<file path="config.mk">
export PLATFORM = sky130hd
export DESIGN_NAME = mode_switch_debouncer
export DESIGN_NICKNAME = d
export VERILOG_FILES = /design/src/rtl/mode_switch_debouncer.sv
export SDC_FILE = /design/constraint.sdc
export NUM_CORES = 1
export LEC_CHECK = 0
export BUFFER_PORTS_ARGS = -buffer_cell sky130_fd_sc_hd__buf_2
export CAP_MARGIN = 20
export CORE_UTILIZATION = 30
export DETAILED_ROUTE_END_ITERATION = 10
export PLACE_DENSITY = 0.53
export SYNTH_ARGS = -nofsm -noshare
export SYNTH_HDL_FRONTEND = slang
export SYNTH_SLANG_ARGS = --single-unit
</file>
<file path="constraint.sdc">
create_clock -name clk -period 1.8 [get_ports clk]
set_input_delay 0.18 -clock clk [delete_from_list [all_inputs] [get_ports clk]]
set_output_delay 0.18 -clock clk [all_outputs]
set_load 0.05 [all_outputs]
</file>
<file path="src/rtl/mode_switch_debouncer.sv">
// Switch conditioner: 2-flop synchronizer, counter-qualified debounce FSM,
// press/release strobes and a level-follow or toggle mode_switch output.
module mode_switch_debouncer #(
    parameter int unsigned DEBOUNCE_CYCLES = 160000,
    parameter bit          TOGGLE_MODE     = 1'b0,
    parameter bit          MODE_RESET      = 1'b1
) (
    input  logic clk,
    input  logic rst_n,
    input  logic sw_raw,
    output logic sw_level,
    output logic press_pulse,
    output logic release_pulse,
    output logic mode_switch
);

    localparam int unsigned CW = $clog2(DEBOUNCE_CYCLES);
    localparam logic [CW-1:0] CNT_LAST = CW'(DEBOUNCE_CYCLES - 1);

    typedef enum logic [1:0] {
        S_STABLE_LO,
        S_WAIT_HI,
        S_STABLE_HI,
        S_WAIT_LO
    } state_t;

    logic          sync1_q;
    logic          sync2_q;
    state_t        state_q;
    logic [CW-1:0] cnt_q;
    logic          level_q;
    logic          press_q;
    logic          release_q;
    logic          mode_q;

    always_ff @(posedge clk or negedge rst_n) begin
        if (!rst_n) begin
            sync1_q <= 1'b0;
            sync2_q <= 1'b0;
        end else begin
            sync1_q <= sw_raw;
            sync2_q <= sync1_q;
        end
    end

    // Pulses default low every cycle; only the commit branch raises one.
    always_ff @(posedge clk or negedge rst_n) begin
        if (!rst_n) begin
            state_q   <= S_STABLE_LO;
            cnt_q     <= '0;
            level_q   <= 1'b0;
            press_q   <= 1'b0;
            release_q <= 1'b0;
            mode_q    <= MODE_RESET;
        end else begin
            press_q   <= 1'b0;
            release_q <= 1'b0;
            unique case (state_q)
                S_STABLE_LO: begin
                    if (sync2_q) begin
                        state_q <= S_WAIT_HI;
                        cnt_q   <= CW'(1);
                    end else begin
                        cnt_q   <= '0;
                    end
                end
                S_STABLE_HI: begin
                    if (!sync2_q) begin
                        state_q <= S_WAIT_LO;
                        cnt_q   <= CW'(1);
                    end else begin
                        cnt_q   <= '0;
                    end
                end
                S_WAIT_HI: begin
                    if (!sync2_q) begin
                        state_q <= S_STABLE_LO;
                        cnt_q   <= '0;
                    end else if (cnt_q == CNT_LAST) begin
                        state_q <= S_STABLE_HI;
                        cnt_q   <= '0;
                        level_q <= 1'b1;
                        press_q <= 1'b1;
                        mode_q  <= TOGGLE_MODE ? ~mode_q : 1'b1;
                    end else begin
                        cnt_q   <= cnt_q + CW'(1);
                    end
                end
                S_WAIT_LO: begin
                    if (sync2_q) begin
                        state_q <= S_STABLE_HI;
                        cnt_q   <= '0;
                    end else if (cnt_q == CNT_LAST) begin
                        state_q   <= S_STABLE_LO;
                        cnt_q     <= '0;
                        level_q   <= 1'b0;
                        release_q <= 1'b1;
                        mode_q    <= TOGGLE_MODE ? mode_q : 1'b0;
                    end else begin
                        cnt_q   <= cnt_q + CW'(1);
                    end
                end
                default: begin
                    state_q <= S_STABLE_LO;
                    cnt_q   <= '0;
                end
            endcase
        end
    end

    assign sw_level      = level_q;
    assign press_pulse   = press_q;
    assign release_pulse = release_q;
    assign mode_switch   = mode_q;

endmodule

</file>
## Word-level counts from Yosys, hierarchy flattened

Index checks and enable logic that the tools add are counted.

| word-level totals | value |
|---|---|
| flip-flop bits (word level) | 26 |
| word-level logic and storage cells | 48 |
| input port bits | 3 |

| cells by class | value |
|---|---|
| reduce and logical (&&, ||, !) cells | 4 |
| muxes and demuxes | 23 |
| eq/ne operators | 12 |
| add/subtract/negate cells | 1 |

Operators by type and width:

| cell | count |
|---|---|
| $pmux W18 S4 | 1 |
| $mux W18 | 3 |
| $add A18 B1 Y18 const B | 1 |
| $eq A18 B18 Y1 const B | 1 |
| $mux W2 | 6 |
| $ne A2 B2 Y1 const B | 6 |
| $mux W1 | 11 |
| $pmux W2 S4 | 1 |
| $ne A3 B3 Y1 const B | 2 |
| $reduce_and A5 Y1 | 1 |
| $eq A2 B2 Y1 const B | 2 |
| $reduce_and A4 Y1 | 1 |
| $eq A2 B1 Y1 const B | 1 |
| $logic_not A2 Y1 | 1 |
| $pmux W1 S2 | 1 |
| $reduce_bool A2 Y1 | 1 |

## Logic depth before layout (Yosys ltp)

Gate-level depths: netlist of run 1.

| logic depth | value |
|---|---|
| depth after elaboration | 4 |
| gate-level depth with buffers | 6 |

## Worst setup path before layout of run 1

OpenSTA, ideal clock, no wires.

| timing path | value |
|---|---|
| kind | reg-to-reg |
| start | register cnt_q[10] |
| end | register cnt_q[5] |
| library setup time | 0.119 ns |
| arrival | 1.710 ns |
| data required time | 1.681 ns |
| slack | -0.029 ns |
| stages on the path, launching flop included | 6 |
| clock period less this slack | 1.829 ns |
| buffers on the path | 1 |
| path through | dfrtp_1 or4b_1 or3_4 o21ai_4 buf_6 nor2_1 |

| on the way | value |
|---|---|
| cells in the longest elaborated chain, start to end | 4 |

RTL lines:

| element | line | text |
|---|---|---|
| start, declared | 30 | `logic [CW-1:0] cnt_q;` |
| start signal, assigned | 86 | `cnt_q <= cnt_q + CW'(1);` |
| start signal, assigned | 100 | `cnt_q <= cnt_q + CW'(1);` |
| $eq A18 B18 Y1 * | 79, 93 |  |
| $mux W18 * | 79, 93 |  |
| $mux W18, on equally long branches | 90, 76 |  |
| $pmux W18 S4 * | 58 | `unique case (state_q)` |

Every way passes the cells marked *; elsewhere a longest branch is shown, timed or not.
A chain may end at the register's enable or synchronous reset.

## Worst setup path after layout of run 1

| timing path | value |
|---|---|
| start | register cnt_q[16] |
| end | register cnt_q[10] |

Same word-level chain as after synthesis.

==> reports/qor.csv, run 1 <==
stage,metric,value,unit
global_routing,grt_usage,0.133,
synth,avgSynthCellArea,10.2,µm²
synth,synth.area.top_cells,"dfrtp_1 (51%), xnor2_1 (9.3%), nor2_1 (5.8%)",
detailed_routing,drt-met1-wl,1.11,mm
synth,synth_most_common_cell,dfrtp_1,
synth,syn_nets,124,
status,outcome,"complete, but fails checks",
sta,rsz0062_at_grt,yes,
detailed_routing,drt_pass1_iterations,4,
floorplanning,fp.dieW,65.9,µm
sta,finalSetupViolations,17,
clocking,cts_made_buffers,3,
critical_path,cp_cell_sequence,"or4b_4, or3_4, o21ai_4, buf_12, nor2_1",
sta,layout_setup_ws,-0.0516,ns
synth,async_flop_share,1.00,
sta,slew_viol_final,0,
run,max-cap-violations,0,
min_path,min_delay_worst_endpoint,sync2_q,
detailed_routing,drtAntennaViolNets,0,
synth,synth_common_cells,"dfrtp_1 (25), nor2_1 (19), xnor2_1 (13)",
clocking,cts_tree,done,
layout,n_fill_cell,385,
sta,finalHoldViolCount,0,
synth,synthDistinctLibCells,27,
global_routing,grt_pass1_wl,4.38,mm
floorplanning,chipHeight,65.9,µm
synth,synth_area,1220,µm²
critical_path,cp.depth,5,
place,place_congestion,0.829,
floorplanning,rows,22,
layout,fin_util,0.419,
min_path,hold_depth,0,
critical_path,cpPeakStageDelay,0.56,ns
layout,n_antenna_cell,0,
synth,synthFlopType,dfrtp_1,
clocking,clk_latency,0.27,ns
critical_path,cpMaxStageDelayCell,or4b_4,
power,power_density,708,nW/µm²
detailed_routing,dr_wl_met3,40,µm
synth,synth_top_cell_area_share,0.511,
synth,synth_edf_count,0,
floorplanning,dieArea,4340,µm²
detailed_routing,totalWireLength,2.48,mm
critical_path,critPathTopFamily,simple AND/OR/NAND/NOR gates,
critical_path,crit_buf_inv,1,
place,dpl.hpwl,1.81,mm
synth,synth_largest_area_cell,dfrtp_1,
place,place_area,1440,µm²
min_path,hold_class,register to register,
synth,ys_ff_latch,26,
power,peakVddDrop,319,µV
critical_path,reg2reg_to,cnt_q[10],
sta,min_period,1.85,ns
floorplanning,core,3800,µm²
detailed_routing,drcViolationCount,0,
detailed_routing,drt-vias-per-instance,4.90,
layout,finalNonFillerCells,197,
power,p_leak,0.000665,µW
critical_path,startpoint_type,register,
detailed_routing,drt_iter0_drc,12,
clocking,h-tree-depth,1,
floorplanning,start_util,0.322,
critical_path,worstPathRequired,1.96,ns
status,violations,negative setup slack,
critical_path,cp_max_fo,14,
global_routing,grt_pass1_vias,1012,
sta,fmax,0.540,GHz
critical_path,path_class,register to register,
sta,holdWs,0.361,ns
synth,synthCells,120,
detailed_routing,wire_per_inst,12.6,µm
global_routing,grt_max_degree,27,
layout,layout-drive-gt1-share,0.289,
layout,finalNetCount,154,
critical_path,reg2reg_from,cnt_q[16],
critical_path,cp.arrival,2.01,ns
sta,post-route-period-util,1.03,
layout,area_growth_syn_to_layout,29.8,%
floorplanning,pin_count,7,
global_routing,antenna_found_initial,0,
sta,fin_skew,0.00278,ns
global_routing,grt_overflow,0,
synth,yosysWarnings,0,
place,dp_cells,189,
synth,yosysSeqAreaShare,0.532,
critical_path,reg2reg_depth,5,
clocking,clkSinkCount,26,
layout,fin_area,1590,µm²
place,port_buffers,6,
sta,max-slew-margin-rel,0.623,
clocking,cts.clk_slew.worst_paths,0.09,ns
min_path,hold_start,sync1_q,
sta,worst_pin_slew,0.566,ns
critical_path,worst-r2r-setup-slack,-0.05,ns
detailed_routing,highest_layer,met4,
clocking,clock-root-buffer,clkbuf_8,
detailed_routing,wl_met2,1.31,mm
critical_path,end_kind,register,
detailed_routing,vias,966,
place,pre_cts_ws,-0.0992,ns
clocking,clockBufferDepth,2,
## cell type report
| cell class | instances | area, µm² | share of cell area |
|---|---|---|---|
| multi-input cells | 84 | 572 | 0.360 |
| flip-flops and latches | 26 | 652 | 0.410 |
| inverters | 9 | 33.8 | 0.0212 |
| clock buffers | 3 | 41.3 | 0.0260 |
| repair buffers | 26 | 201 | 0.127 |
| well taps | 48 | 60.1 | 0.0378 |
| clock inverters | 1 | 30.0 | 0.0189 |
## worst max path at each step
stage,from,to,slack [ns]
3_5_place_dp,cnt_q[10],release_pulse,-0.1
3_3_place_gp,cnt_q[10],release_pulse,-0.05
2_1_floorplan,cnt_q[10],cnt_q[5],-0.03
6_report,cnt_q[16],cnt_q[10],-0.05
4_1_cts,cnt_q[10],cnt_q[8],-0.01
5_1_grt,cnt_q[16],release_pulse,-0.10
## flip-flops by register name, summed over array words and instances (netlist names), named ones only
signal / count
release_pulse: 1
cnt_q: 18
sw_level: 1
sync2_q: 1
press_pulse: 1
sync1_q: 1
state_q: 1
mode_switch: 1
## routing by layer
metal	GRT usage	vias up
li1	-	466
met1	0.154	491
met2	0.233	7
met3	0.0207	2
met4	0.0734	0
met5	0	-
## layout by cell type (no fill, tap or decap), drive strengths merged
master       netlist  layout
nor2b              2       2
dfrtp             25      25
inv                9       9
xor2               3       3
clkbuf             0       3
nor3               4       4
buf                1      24
o21ai              7       7
nand3              7       7
or4b               1       1
and2               1       1
a21oi              1       1
dfstp              1       1
nor4               5       5
dlygate4sd3        0       2
o211ai             2       2
or3                4       4
nor2              19      19
and4               1       1
nor3b              1       1
nor4b              1       1
xnor2             13      13
bufinv             0       1
nand4              6       6
nand2              3       3
ha                 1       1
or2                2       2
## stage by stage
stage,total power [µW],setup TNS (ns)
3_5_place_dp,659,-0.212
2_1_floorplan,629,-0.283
5_1_grt,1190,-1.73
6_report,1130,-0.648
4_1_cts,1140,-0.0399
3_3_place_gp,657,-0.0841
## power breakdown
group	internal, µW	leakage, µW	switching (µW)	total (µW)
registers	591	0.000350	6.18	597
clock network	297	0.0000357	177	474
logic	23.9	0.000279	31.0	54.9
total	912	0.000665	214	1130
## timing repair
action                                  CTS  global route
endpoints found under the setup margin   11            22
buffers inserted                          0             2
pin swaps                                 1             5
endpoints found under the hold margin    25             1
resized for setup                         2            10
hold buffers                              1             1
## worst register-to-register path, cell delays in order, from the launching register on
cell	delay (ns)
dfrtp_1	0.39
or4b_4	0.56
or3_4	0.40
o21ai_4	0.18
buf_12	0.16
nor2_1	0.05
## kinds of logic after synthesis
| kind of cell | count (synthesis) | synth area share |
|---|---|---|
| buffers and inverters | 10 | 0.0368 |
| xor gates and xnor gates | 16 | 0.114 |
| DFF | 26 | 0.532 |
| adders and majority gates | 1 | 0.0102 |
| and+or+nand+nor | 57 | 0.252 |
| AOI/OAI and AO/OA | 10 | 0.0541 |
No activity file was read; power rests on OpenSTA's default activity.
==> inputs of run 2 (changes only) <==
--- a/config.mk
+++ b/config.mk
@@ -5,6 +5,7 @@
 export SDC_FILE = /design/constraint.sdc
 export NUM_CORES = 1
 export LEC_CHECK = 0
+export ABC_AREA = 1
 export BUFFER_PORTS_ARGS = -buffer_cell sky130_fd_sc_hd__buf_2
 export CAP_MARGIN = 20
 export CORE_UTILIZATION = 30
==> run 2 against run 1 <==
Against the previous run: the flow now finishes without violations; sequential power grew 14%; maximum frequency up 18%; clock skew is 0.0020 ns higher; total power is 26% higher; die area is 3.7% higher; register-to-register slack better by 0.28 ns; utilization fell by 6.3 points; non-clock buffer count shrank 19; first-iteration DRC count grew to 3.8 times the previous value; critical endpoint is now cnt_q[17].
==> reports/qor.csv, run 2 <==
stage,metric,value,unit
status,outcome,"complete, no violations",
sta,tns,0,ns
detailed_routing,wire_per_inst,10.7,µm
layout,fin_util,0.356,
clocking,hold_buffers,1,
synth,synth_fa_ha_area_frac,0.00984,
power,power_density,987,nW/µm²
synth,synth_mux_area_frac,0,
layout,largest_register_ffs,18,
sta,min_period,1.57,ns
synth,synth_edf_count,0,
detailed_routing,drt-vias-per-instance,4.48,
critical_path,cp.arrival,1.77,ns
clocking,clockBufferDepth,2,
synth,synth.area.top_cells,"dfrtp_1 (49%), nor2_1 (10%), nand2_1 (9.7%)",
power,internal-power,1010,µW
detailed_routing,drtAntennaViolNets,0,
floorplanning,core,4030,µm²
clocking,cts_resized,0,
sta,post-route-period-util,0.871,
place,port_buffers,6,
clocking,clkSinkCount,26,
power,seq_power_share,0.479,
power,p_clk_frac,0.334,
critical_path,reg2reg_depth,10,
synth,synthDistinctLibCells,20,
global_routing,grt_overflow,0,
clocking,cts.clk_slew.worst_paths,0.09,ns
synth,synthXorXnorAreaFrac,0.0620,
layout,layout-drive-gt1-share,0.127,
sta,finalHoldViolCount,0,
run,max-cap-violations,0,
detailed_routing,drcViolationCount,0,
floorplanning,chipHeight,67.1,µm
synth,avgSynthCellArea,8.20,µm²
clocking,cts_made_buffers,3,
synth,async_flop_share,1.00,
synth,synth-compound-area-share,0.0344,
sta,fin_skew,0.00476,ns
synth,synth_most_common_cell,nor2_1,
layout,top_register,cnt_q,
synth,synthFlopType,dfrtp_1,
floorplanning,start_util,0.316,
clocking,clk_latency,0.27,ns
synth,synthCells,155,
place,place_congestion,0.747,
synth,yosysWarnings,0,
sta,worst_pin_slew,0.562,ns
global_routing,grt_pass1_wl,4.11,mm
global_routing,grt_usage,0.120,
sta,slew_viol_final,0,
detailed_routing,drt_pass1_iterations,4,
layout,area_growth_syn_to_layout,12.8,%
sta,fmax,0.638,GHz
synth,synth_common_cells,"nor2_1 (34), nand2_1 (33), dfrtp_1 (25)",
power,peakVddDrop,577,µV
critical_path,startpoint_type,register,
global_routing,antenna_found_initial,0,
place,place_area,1350,µm²
synth,synth_largest_area_cell,dfrtp_1,
layout,finalNetCount,170,
floorplanning,rows,23,
global_routing,grt_pass1_vias,945,
power,p_leak,0.000643,µW
layout,final_common_cell,nor2_1,
detailed_routing,totalWireLength,2.30,mm
clocking,h-tree-depth,1,
sta,finalSetupViolations,0,
detailed_routing,drt_iter0_drc,45,
detailed_routing,vias,964,
sta,rsz0062_at_grt,no,
floorplanning,fp.dieW,67.1,µm
synth,ys_ff_latch,26,
min_path,hold_class,input port to register,
power,p_switching,407,µW
clocking,clock-root-buffer,clkbuf_8,
power,p_sw_frac,0.288,
synth,synthSimpleGateAreaFrac,0.325,
layout,n_antenna_cell,0,
synth,synth_top_family_by_area,simple AND/OR/NAND/NOR gates,
synth,synth_area,1270,µm²
sta,max-slew-margin-rel,0.626,
global_routing,grt_max_degree,27,
layout,final_cell_mix,"nor2_1 (34), nand2_1 (33), dfrtp_1 (25)",
min_path,hold_depth,1,
power,pwr-share-comb,0.186,
floorplanning,pin_count,7,
power,totalPowerFinal,1420,µW
critical_path,cp_max_fo,18,
place,dpl.hpwl,1.73,mm
clocking,cts_setup_buffers,0,
layout,fin_area,1430,µm²
clocking,cts_tree,done,
synth,synth_top_cell_area_share,0.492,
critical_path,path_class,register to register,
synth,yosysSeqAreaShare,0.513,
synth,syn_nets,159,
critical_path,end_kind,register,
floorplanning,dieArea,4500,µm²
critical_path,worstPathRequired,2.00,ns
## run 2: cell count changes after synthesis, moves of 3 or more
cell,change
nand2_1,+30
nand3_1,+7
nor2_1,+15
nor4_1,-5
xnor2_1,-8
nor2_2,+3
inv_1,+5
a21oi_1,+4
nand4_1,-4
o21ai_0,-4
## run 2: critical path: stages (launching register included)
cell and delay, ns:
dfrtp_1 0.39, ha_1 0.23, nand3_1 0.12, inv_1 0.08, nand2_2 0.11, inv_2 0.06, nand2_4 0.10, nand2_4 0.14
inv_1 0.12, nand2_1 0.05, nor2_1 0.08
## run 2: power by group through the flow
stage               sequential, µW  combinational [µW]  clock (µW)
detailed placement             690                 269           0
floorplan                      680                 223           0
global placement               686                 255           0
finish                         678                 264         474
global route                   688                 302         516
CTS                            678                 270         492
## run 2: final timing paths
| kind | startpoint | to | slack, ns |
|---|---|---|---|
| max | cnt_q[0] | cnt_q[17] | 0.23 |
| min in group asynchronous | rst_n | cnt_q[14] | 0.43 |
| min | sw_raw | sync1_q | 0.01 |
| max in group asynchronous | rst_n | mode_switch | 0.99 |
| min reg2reg | sync1_q | sync2_q | 0.36 |
| max reg2reg | cnt_q[0] | cnt_q[17] | 0.23 |
## run 2: stage by stage
step	hold WS, ns	setup WS [ns]	cells
floorplan	-0.116	0.432	155
global placement	0.209	0.301	210
detailed placement	0.212	0.254	210
CTS	0.00506	0.228	215
global route	0.00138	0.0809	215
finish	0.0136	0.233	215
## run 2: routing by layer
layer,vias to the layer above,global-route usage,share of wire
met4,0,0.00798,0.0048
met2,7,0.201,0.48
li1,504,-,-
met1,451,0.157,0.49
met5,-,0,0
met3,2,0.0360,0.023
## run 2: kinds of logic after synthesis
kind of cell    Yosys count
compound gates            8
flops                    26
xor+xnor                  9
simple gates             94
buf+inv                  17
fa+ha+maj                 1
## run 2: cell type report
| type | instances | area [µm²] |
|---|---|---|
| fill | 436 | 2590 |
| sequential | 26 | 652 |
| multi-input combinational | 112 | 548 |
| tap | 50 | 62.6 |
| inverter | 16 | 60.1 |
| clock buffer | 3 | 41.3 |
| timing repair buffer | 7 | 40.0 |
| clock inverter | 1 | 30.0 |
==> inputs of run 3 (changes only) <==
--- a/config.mk
+++ b/config.mk
@@ -8,9 +8,9 @@
 export ABC_AREA = 1
 export BUFFER_PORTS_ARGS = -buffer_cell sky130_fd_sc_hd__buf_2
 export CAP_MARGIN = 20
-export CORE_UTILIZATION = 30
+export CORE_UTILIZATION = 53
 export DETAILED_ROUTE_END_ITERATION = 10
-export PLACE_DENSITY = 0.53
+export PLACE_DENSITY = 0.79
 export SYNTH_ARGS = -nofsm -noshare
 export SYNTH_HDL_FRONTEND = slang
 export SYNTH_SLANG_ARGS = --single-unit
==> constraint.sdc (replaced) <==
create_clock -name clk -period 1.8 [get_ports clk]
set_input_delay 0.36 -clock clk [delete_from_list [all_inputs] [get_ports clk]]
set_output_delay 0.36 -clock clk [all_outputs]
set_load 0.05 [all_outputs]
==> run 3 against run 2 <==
Against the previous run: critical path depth unchanged; die area down 42%; critical endpoint is now cnt_q[15]; critical path type unchanged; utilization up 26 points; register-to-register slack about the same; count of clock-buffer cells in the layout unchanged; sequential share of layout area up 1.9 points.
==> reports/qor.csv, run 3 (synthesized netlist as in run 2, its figures left out) <==
stage,metric,value,unit
sta,tns,0,ns
clocking,hold_buffers,0,
layout,n_fill_cell,194,
layout,largest_register_ffs,18,
critical_path,reg2reg_depth,10,
layout,layout-drive-gt1-share,0.128,
layout,area_growth_syn_to_layout,8.37,%
critical_path,end_kind,register,
detailed_routing,vias,971,
global_routing,grt_usage,0.203,
floorplanning,rows,17,
global_routing,grt_overflow,0,
critical_path,crit_buf_inv,3,
place,pre_cts_ws,0.238,ns
detailed_routing,dr_wl_met3,99,µm
critical_path,path_class,register to register,
floorplanning,chipHeight,51.0,µm
clocking,clkSinkCount,26,
critical_path,startpoint_type,register,
power,peakVddDrop,776,µV
power,p_leak,0.000631,µW
critical_path,cp.arrival,1.84,ns
sta,min_period,1.58,ns
clocking,clk_latency,0.32,ns
layout,finalNetCount,169,
detailed_routing,drcViolationCount,0,
place,dpl.hpwl,1.52,mm
global_routing,grt_max_degree,27,
floorplanning,start_util,0.569,
sta,finalSetupViolations,0,
layout,n_antenna_cell,0,
global_routing,grt_pass1_wl,3.91,mm
critical_path,cp_max_fo,18,
sta,max-slew-margin-rel,0.632,
layout,final_cell_mix,"nor2_1 (34), nand2_1 (33), dfrtp_1 (25)",
run,max-cap-violations,0,
critical_path,critPathTopFamily,simple AND/OR/NAND/NOR gates,
critical_path,cp_cell_sequence,"ha_1, nand3_1, inv_1, nand2_2, inv_2, nand2_4, nand2_4, inv_1, nand2_1, nor2_1",
clocking,clockBufferDepth,2,
global_routing,antenna_found_initial,0,
clocking,cts_resized,0,
global_routing,grt_pass1_vias,917,
place,port_buffers,6,
detailed_routing,drtAntennaViolNets,0,
critical_path,cp.depth,10,
sta,fmax,0.632,GHz
detailed_routing,drt_iter0_drc,39,
layout,top_register,cnt_q,
clocking,cts_made_buffers,3,
clocking,cts_tree,done,
status,outcome,"complete, no violations",
sta,rsz0062_at_grt,no,
sta,worst_pin_slew,0.552,ns
detailed_routing,drt-met1-wl,982,µm
place,place_congestion,0.828,
clocking,cts.clk_slew.worst_paths,0.14,ns
detailed_routing,drt-vias-per-instance,5.06,
critical_path,worstPathRequired,2.06,ns
sta,fin_skew,0.00585,ns
clocking,clock-root-buffer,clkbuf_4,
floorplanning,pin_count,7,
sta,layout_setup_ws,0.218,ns
detailed_routing,wire_per_inst,10.9,µm
clocking,h-tree-depth,1,
detailed_routing,drt_pass1_iterations,6,
detailed_routing,totalWireLength,2.09,mm
critical_path,cpMaxStageDelayCell,dfrtp_1,
sta,finalHoldViolCount,0,
detailed_routing,highest_layer,met4,
detailed_routing,wl_met2,1.00,mm
floorplanning,core,2230,µm²
sta,slew_viol_final,0,
critical_path,cpPeakStageDelay,0.41,ns
min_path,hold_class,input port to asynchronous set/reset pin,
layout,final_common_cell,nor2_1,
floorplanning,dieArea,2600,µm²
sta,post-route-period-util,0.879,
power,power_density,967,nW/µm²
floorplanning,fp.dieW,51.0,µm
clocking,cts_setup_buffers,0,
[run 3: where the power goes]
part	internal, µW	leakage, µW	switching, µW
logic	79.4	0.000254	180
registers	630	0.000349	50.6
clock network	225	0.0000279	167
total	935	0.000631	398
[run 3: worst reg2reg max path, stage by stage (launching register included)]
cell	delay, ns
dfrtp_1	0.41
ha_1	0.23
nand3_1	0.12
inv_1	0.08
nand2_2	0.11
inv_2	0.06
nand2_4	0.10
nand2_4	0.14
inv_1	0.13
nand2_1	0.06
nor2_1	0.08
[run 3: metal layers]
layer	vias to the layer above	GRT usage
li1	498	-
met1	449	0.267
met2	22	0.327
met3	2	0.0625
met4	0	0.0463
met5	-	0
[run 3: stage by stage]
stage | power [µW] | utilization | cells | hold WS (ns) | area (µm²)
floorplan | 904 | - | 155 | 0.0644 | 1270
global placement | 932 | 0.593 | 188 | 0.343 | 1330
detailed placement | 951 | 0.593 | 188 | 0.344 | 1330
CTS | 1340 | 0.617 | 192 | 0.0121 | 1380
global route | 1410 | 0.617 | 192 | 0.0303 | 1380
finish | 1330 | 0.617 | 192 | 0.00512 | 1380
[run 3: final timing paths]
path / to / startpoint / slack (ns)
setup / recovery: cnt_q[15] / cnt_q[0] / 0.22
setup reg to reg: cnt_q[15] / cnt_q[0] / 0.22
max in group asynchronous: mode_switch / rst_n / 1.43
hold / removal: cnt_q[16] / rst_n / 0.005
min in group clk: sync1_q / sw_raw / 0.13
hold reg to reg: sync2_q / sync1_q / 0.37
[run 3: final cells by class]
type                    instances  area (µm²)  share of cell area
clock inverters                 1        30.0              0.0218
inverters                      16        60.1              0.0436
flip-flops and latches         26         652               0.473
multi-input cells             112         548               0.398
well taps                      28        35.0              0.0254
repair buffers                  6        30.0              0.0218
clock buffers                   3        22.5              0.0163
